--- config.mk ---
export PLATFORM = sky130hd
export DESIGN_NAME = sine_sample_requester
export DESIGN_NICKNAME = d
export VERILOG_FILES = /design/src/rtl/sine_sample_requester.sv
export SDC_FILE = /design/constraint.sdc
export NUM_CORES = 1
export LEC_CHECK = 0
export CAP_MARGIN = 20
export CORE_MARGIN = 2
export CORE_UTILIZATION = 50
export CTS_BUF_LIST = sky130_fd_sc_hd__clkbuf_4 sky130_fd_sc_hd__clkbuf_8
export CTS_CLUSTER_DIAMETER = 30
export DETAILED_ROUTE_END_ITERATION = 8
export PLACE_DENSITY = 0.72
export SYNTH_ARGS = -nofsm -noshare
export SYNTH_HDL_FRONTEND = slang
export SYNTH_SLANG_ARGS = --single-unit
--- constraint.sdc ---
create_clock -name clk -period 5.7 [get_ports clk]
set_input_delay 1.14 -clock clk [delete_from_list [all_inputs] [get_ports clk]]
set_output_delay 1.14 -clock clk [all_outputs]
set_load 0.02 [all_outputs]
--- src/rtl/sine_sample_requester.sv ---
// Requests samples from the sine reader one at a time and prefetches them into a small FIFO.
// Optional WAIT watchdog enabled by defining SINE_REQ_TIMEOUT_EN.
module sine_sample_requester #(
  parameter int FIFO_DEPTH     = 4,
  parameter int TIMEOUT_CYCLES = 15
) (
  input  logic                          clk,
  input  logic                          reset,
  input  logic                          enable,
  output logic                          generate_next,
  input  logic                          sample_ready,
  input  logic signed [15:0]            sample,
  input  logic                          pop,
  output logic signed [15:0]            out_sample,
  output logic                          out_valid,
  output logic [$clog2(FIFO_DEPTH):0]   fill,
  output logic                          underrun,
  output logic                          timeout
);

  localparam int DATA_W = 16;
  localparam int PTR_W  = $clog2(FIFO_DEPTH);
  localparam int FILL_W = PTR_W + 1;

  if (FIFO_DEPTH < 2 || (FIFO_DEPTH & (FIFO_DEPTH - 1)) != 0 || TIMEOUT_CYCLES < 1) begin : g_bad_param
    $error("sine_sample_requester: FIFO_DEPTH must be a power of 2 >= 2 and TIMEOUT_CYCLES >= 1");
  end

  typedef enum logic [1:0] {S_IDLE, S_REQUEST, S_WAIT} state_t;

  state_t                    state_q, state_d;
  logic                      gen_q, gen_d;
  logic                      push;
  logic                      pop_eff;
  logic [PTR_W-1:0]          wr_ptr_q, rd_ptr_q;
  logic [FILL_W-1:0]         fill_q, fill_d;
  logic signed [DATA_W-1:0]  mem_q [FIFO_DEPTH];
  logic signed [DATA_W-1:0]  hold_q;
  logic                      underrun_q;

`ifdef SINE_REQ_TIMEOUT_EN
  localparam int CNT_W = $clog2(TIMEOUT_CYCLES + 1);
  logic [CNT_W-1:0]          wait_cnt_q;
  logic                      timeout_q;
  logic                      timeout_hit;
`endif

  always_ff @(posedge clk or posedge reset) begin
    if (reset) state_q <= S_IDLE;
    else       state_q <= state_d;
  end

  always_comb begin
    state_d = state_q;
`ifdef SINE_REQ_TIMEOUT_EN
    timeout_hit = 1'b0;
`endif
    case (state_q)
      S_IDLE:    if (enable && (fill_q < FILL_W'(FIFO_DEPTH))) state_d = S_REQUEST;
      S_REQUEST: state_d = S_WAIT;
      S_WAIT: begin
        // A response landing on the expiry cycle takes priority over the abort.
        if (sample_ready) begin
          state_d = S_IDLE;
        end
`ifdef SINE_REQ_TIMEOUT_EN
        else if (wait_cnt_q == CNT_W'(TIMEOUT_CYCLES - 1)) begin
          state_d     = S_IDLE;
          timeout_hit = 1'b1;
        end
`endif
      end
      default:   state_d = S_IDLE;
    endcase
  end

  always_comb begin
    push  = (state_q == S_WAIT) && sample_ready;
    gen_d = (state_d == S_REQUEST);
  end

  always_ff @(posedge clk or posedge reset) begin
    if (reset) gen_q <= 1'b0;
    else       gen_q <= gen_d;
  end

  assign generate_next = gen_q;

  // ---- prefetch FIFO ----
  assign out_valid  = (fill_q != '0);
  assign pop_eff    = pop && out_valid;
  assign out_sample = out_valid ? mem_q[rd_ptr_q] : hold_q;
  assign fill       = fill_q;
  assign underrun   = underrun_q;

  always_comb begin
    fill_d = fill_q;
    case ({push, pop_eff})
      2'b10:   fill_d = fill_q + FILL_W'(1);
      2'b01:   fill_d = fill_q - FILL_W'(1);
      default: fill_d = fill_q;
    endcase
  end

  always_ff @(posedge clk or posedge reset) begin
    if (reset) begin
      wr_ptr_q   <= '0;
      rd_ptr_q   <= '0;
      fill_q     <= '0;
      hold_q     <= '0;
      underrun_q <= 1'b0;
      for (int i = 0; i < FIFO_DEPTH; i++) mem_q[i] <= '0;
    end else begin
      if (push) begin
        mem_q[wr_ptr_q] <= sample;
        wr_ptr_q        <= wr_ptr_q + PTR_W'(1);
      end
      if (pop_eff) begin
        hold_q   <= mem_q[rd_ptr_q];
        rd_ptr_q <= rd_ptr_q + PTR_W'(1);
      end
      if (pop && !out_valid) underrun_q <= 1'b1;
      fill_q <= fill_d;
    end
  end

`ifdef SINE_REQ_TIMEOUT_EN
  // ---- WAIT watchdog ----
  always_ff @(posedge clk or posedge reset) begin
    if (reset) begin
      wait_cnt_q <= '0;
      timeout_q  <= 1'b0;
    end else begin
      if (state_q == S_REQUEST)   wait_cnt_q <= '0;
      else if (state_q == S_WAIT) wait_cnt_q <= wait_cnt_q + CNT_W'(1);
      if (timeout_hit) timeout_q <= 1'b1;
    end
  end

  assign timeout = timeout_q;
`else
  assign timeout = 1'b0;
`endif

endmodule
==> After elaboration in Yosys (flattened, before gate mapping) <==
Cells that the tools add are included.
{ "word_totals": {"output_inout_bits": 23, "rom_bits": 0, "latchBits": 0, "regBits": 91, "n_memories": 0, "ramBits": 0} }
{ "op_classes": {"n_lt_le_gt_ge": 4, "n_addsub": 4, "n_eq_ne": 5, "reduce_logical": 9, "div": 0, "n_bitwise": 2, "mux": 11, "mul": 0, "n_shift": 0} }
{ "ops": {"columns": ["operator", "n"], "rows": [
  ["64-bit bitwise mux", 1],
  ["16-bit 2-to-1 mux", 4],
  ["16-bit binary-select mux with 2-bit select", 1],
  ["16-bit demux with 2-bit select", 1],
  ["2-bit by 1-bit equality test with 1-bit output, second input constant", 3],
  ["3-bit greater-or-equal comparator, second input constant", 2],
  ["2-bit NOT with 3-bit output", 2],
  ["2-bit one-hot mux with 3 select lines", 1],
  ["3-bit one-hot mux with 2 select lines", 1],
  ["1-bit logical AND", 5],
  ["2-bit by 1-bit adder with 2-bit output, second input constant", 2],
  ["2-bit equality test, second input constant", 2],
  ["2-bit 2-to-1 mux", 2],
  ["3-bit by 1-bit adder with 3-bit output, second input constant", 1],
  ["3-bit by 1-bit less-than comparator with 1-bit output, second input constant", 1],
  ["3-bit less-than comparator, second input constant", 1],
  ["3-bit nonzero test", 1],
  ["3-bit by 1-bit subtractor with 3-bit output, second input constant", 1],
  ["2-bit logical NOT", 1],
  ["2-bit nonzero test", 1],
  ["1-bit logical NOT", 1]
]} }

==> Logic depth before layout (Yosys ltp) <==
{ "logic_depth": {"word_depth": 6, "mapped_depth": 9, "depth_no_buf": 8} }

==> Worst setup path after synthesis <==
Ideal clock, no wire load.
{ "synth_timing": {"path_kind": "input port to flip-flop", "startpoint": "in pop", "endpoint": "reg fill_q[2] (netlist: fill[2])", "t_arrival_ps": 2659, "setup_slack_ps": 2961, "required_ps": 5620, "stages": 9, "path_buffers": 2, "path_cell_list": "o31a_1 buf_2 buf_2 ha_1 inv_1 fa_1 xor2_1 nor2_1 xor2_1"} }
{ "synth_via": {"elab_chain_cells": 3, "elab_cells_between_ends": 5, "classes_between": "2 x eq/ne; 1 x mux; 2 x reduce/logical"} }
{ "synth_lines": {"columns": ["item", "line", "rtl"], "rows": [
  ["start, declared", "13", "input logic pop,"],
  ["1-bit logical AND *", "91", "assign pop_eff = pop && out_valid;"],
  ["net pop_eff", "34", "logic pop_eff;"],
  ["2-bit by 1-bit equality test with 1-bit output or 2-bit equality test (tied branches)", "98", "case ({push, pop_eff})"],
  ["3-bit one-hot mux with 2 select lines or 2-bit nonzero test (tied branches)", null, null],
  ["end signal, assigned", "123", "fill_q <= fill_d;"],
  ["end, declared", "36", "logic [FILL_W-1:0] fill_q, fill_d;"]
]} }
Mark *: on every way through the listed nets, which the timed path passes. The rest lies on a longest branch.
A chain may end at the register's enable or synchronous reset.

==> Final worst setup path <==
{ "layout_timing": {"startpoint": "reg rd_ptr_q[0]", "endpoint": "out out_sample[9]"} }
{ "layout_via": {"elab_chain_cells": 5} }
{ "layout_lines": {"columns": ["item", "line", "rtl"], "rows": [
  ["start, declared", "35", "logic [PTR_W-1:0] wr_ptr_q, rd_ptr_q;"],
  ["start signal, assigned", "120", "rd_ptr_q <= rd_ptr_q + PTR_W'(1);"],
  ["2-bit NOT with 3-bit output (not written as such)", "92", "assign out_sample = out_valid ? mem_q[rd_ptr_q] : hold_q;"],
  ["16-bit binary-select mux with 2-bit select", "92", null],
  ["16-bit 2-to-1 mux (not written as such) (2 in a row)", "92", null],
  ["16-bit 2-to-1 mux", "92", null],
  ["end, declared", "14", "output logic signed [15:0] out_sample,"]
]} }
Every way passes these cells. The select of a mux whose other input is x is not followed.

==> flow_summary.json <==
{
  "status": "completed",
  "die_area_um2": 9060,
  "gp_congestion": 0.690,
  "period_share_pct": 70.9,
  "antenna_found_initial": 0,
  "clock_sinks": 91,
  "final_area_um2": 4840,
  "finalPower_mw": 2.94,
  "die_h_um": 95.2,
  "setup_violations": 0,
  "arrival_ns": 2.90,
  "syn_area_um2": 4160,
  "ys_ff_latch": 91,
  "path_max_fanout": 18,
  "hold_buffers": 0,
  "nNetsFinal": 325,
  "internal-power_mw": 2.00,
  "p_clk_share_pct": 16.7,
  "combPwrFrac_pct": 44.0,
  "drc": 0,
  "cp-start-kind": "flip-flop",
  "routedWlPerCell_um": 17.4,
  "hold_viol": 0,
  "num_antenna_cells": 0,
  "die_w_um": 95.2,
  "cts-root-buf": "clkbuf_8",
  "clock_path_buffers": 2,
  "power_leakage_nw": 2.17,
  "clock_latency_ns": 0.35,
  "drive_above_1_share_pct": 41.9,
  "slew_violations": 0,
  "synth_warnings": 0,
  "grt_usage_pct": 17.7,
  "dpl.hpwl_um": 4480,
  "start_util_pct": 51.1,
  "syn_nets": 284,
  "drv_cap": 0,
  "cts_buffers": 9,
  "ir_worst_vdd_mv": 0.255,
  "area_growth_syn_to_layout_pct": 16.5,
  "vias": 2224,
  "rsz0062_at_grt": "no",
  "hp-class": "flip-flop to flip-flop",
  "period_needed_ns": 4.04,
  "relSlewSlack_pct": 30.5,
  "synth_cells": 257,
  "clk_pin_slew_ns": 0.09,
  "grt_first_pass_wirelength_um": 11900,
  "rows": 33,
  "synthDistinctLibCells": 28,
  "cts.repair.resized": 0,
  "worstMarginPinSlew_ns": 1.04,
  "fin_setup_tns_ns": 0,
  "grt_pass1_vias": 2364,
  "placed_cell_area_um2": 4610,
  "whs_ns": 0.505,
  "via_per_inst": 5.45,
  "crit_type": "flip-flop to primary output",
  "first_pass_iters": 4,
  "ioPinCount": 44,
  "p_seq_share_pct": 39.3,
  "antenna_left": 0,
  "fin_util_pct": 59.5,
  "cts_tree": "yes",
  "avgSynthCellArea_um2": 16.2,
  "wl_um": 7110,
  "core_area_um2": 8130,
  "htree_levels": 3,
  "grt_max_degree": 56,
  "end_kind": "primary output",
  "crit_required_ns": 4.56,
  "drt_iter0_drc": 91,
  "p_sw_share_pct": 32.0,
  "clock.fmax_mhz": 248,
  "overflow": 0,
  "switchingPower_mw": 0.939,
  "port-buffer-count": 42,
  "fill_cells": 614,
  "finClkSkew_ns": 0.0131,
  "postCtsSetupBuffers": 0,
  "yosysSeqAreaShare_pct": 54.8,
  "p_per_area_nw_per_um2": 606
}
## worst paths after layout
kind | start | end | slack [ns] | cells after the start
max reg2reg | rd_ptr_q[0] | hold_q[9] | 3.59 | 2
max in group asynchronous | reset | rd_ptr_q[0] | 3.43 | 3
min reg2reg | mem_q[19] | mem_q[19] | 0.50 | 1
min | mem_q[19] | mem_q[19] | 0.50 | 1
max | rd_ptr_q[0] | out_sample[9] | 1.66 | 3
min in group asynchronous | reset | mem_q[1] | 1.28 | 2
## critical path, cell delays in order (launching register included)
cell	delay [ns]
dfrtp_1	1.04
mux4_1	0.68
mux2_2	0.29
clkdlybuf4s50_1	0.54
## layout by cell type (no fill, tap or decap)
cell type | Yosys | routed
and3b_1 | 1 | 1
buf_4 | 5 | 2
bufinv_16 | 0 | 2
clkbuf_4 | 0 | 1
clkbuf_8 | 0 | 10
clkdlybuf4s50_1 | 0 | 42
clkinv_2 | 0 | 1
clkinv_4 | 0 | 3
conb_1 | 1 | 1
dfrtp_1 | 91 | 91
fa_1 | 1 | 1
ha_1 | 5 | 5
inv_1 | 9 | 8
mux2_2 | 96 | 96
mux2i_1 | 1 | 1
mux4_1 | 8 | 8
mux4_2 | 8 | 8
nand2_1 | 2 | 2
nand2_2 | 3 | 3
nand2b_1 | 1 | 1
nand3_2 | 1 | 1
nor2_1 | 1 | 1
nor2b_1 | 1 | 1
nor4b_1 | 2 | 2
o21ai_0 | 2 | 2
o21bai_1 | 1 | 1
o31a_1 | 1 | 1
or3_1 | 1 | 1
xnor2_1 | 3 | 3
xor2_1 | 3 | 3
## state kept, by name, summed over array words and instances (netlist names)
| register | flops |
|---|---|
| fill | 3 |
| generate_next | 1 |
| hold_q | 16 |
| mem_q | 64 |
| rd_ptr_q | 2 |
| state_q | 2 |
| underrun | 1 |
| wr_ptr_q | 2 |
## layer usage
metal / global-route usage [%] / part of all wire, %
met2: 28.6 / 49
met4: 7.73 / 2.0
met1: 23.6 / 47
met5: 0 / 0
met3: 3.08 / 2.5
## cell type report
cell class                      count  area (um2)  share of cell area [%]
Timing Repair Buffer               44         435                    8.99
Clock inverter                      5        86.3                    1.78
Sequential cell                    91        2280                    47.0
Clock buffer                       11         145                    3.00
Tap cell                          105         131                    2.71
Inverter                            9        35.0                   0.724
Multi-Input combinational cell    143        1730                    35.8
## power groups by stage
stage / Sequential, mW / Combinational (mW) / Clock, mW
2_1_floorplan: 1.08 / 0.981 / 0
3_3_place_gp: 1.16 / 1.28 / 0
3_5_place_dp: 1.17 / 1.31 / 0
4_1_cts: 1.16 / 1.31 / 0.501
5_1_grt: 1.20 / 1.39 / 0.533
6_report: 1.16 / 1.29 / 0.490
## logic make-up after synthesis
family / share of synthesized area [%]
adders and majority gates: 1.99
and+or+nand+nor: 2.05
xor gates and xnor gates: 1.26
muxes: 35.6
DFF: 54.8
other: 0.0902
AOI/OAI and AO/OA: 0.632
buffers and inverters: 3.58
## cells in the mapped netlist
master / count / area (um2)
nor4b_1: 2 / 17.5
buf_2: 4 / 20.0
mux4_1: 8 / 210
nand3_2: 1 / 10.0
nand2_1: 2 / 7.51
buf_6: 3 / 33.8
nor2_1: 1 / 3.75
xor2_1: 3 / 26.3
ha_1: 5 / 62.6
mux2i_1: 1 / 10.0
buf_12: 1 / 20.0
dfrtp_1: 91 / 2280
o21ai_0: 2 / 10.0
xnor2_1: 3 / 26.3
o21bai_1: 1 / 7.51
fa_1: 1 / 20.0
nor2b_1: 1 / 6.26
mux4_2: 8 / 180
clkbuf_1: 1 / 3.75
conb_1: 1 / 3.75
nand2_2: 3 / 18.8
buf_4: 5 / 37.5
or3_1: 1 / 6.26
mux2_2: 96 / 1080
nand2b_1: 1 / 6.26
o31a_1: 1 / 8.76
and3b_1: 1 / 8.76
inv_1: 9 / 33.8
## stage by stage
step | cells | setup slack (ns)
after floorplan | 257 | 2.20
after global placement | 392 | 1.98
after detailed placement | 392 | 1.97
after CTS | 408 | 1.58
after global routing | 408 | 1.48
final | 408 | 1.66
Note: power is estimated with default switching activity, not from simulation.
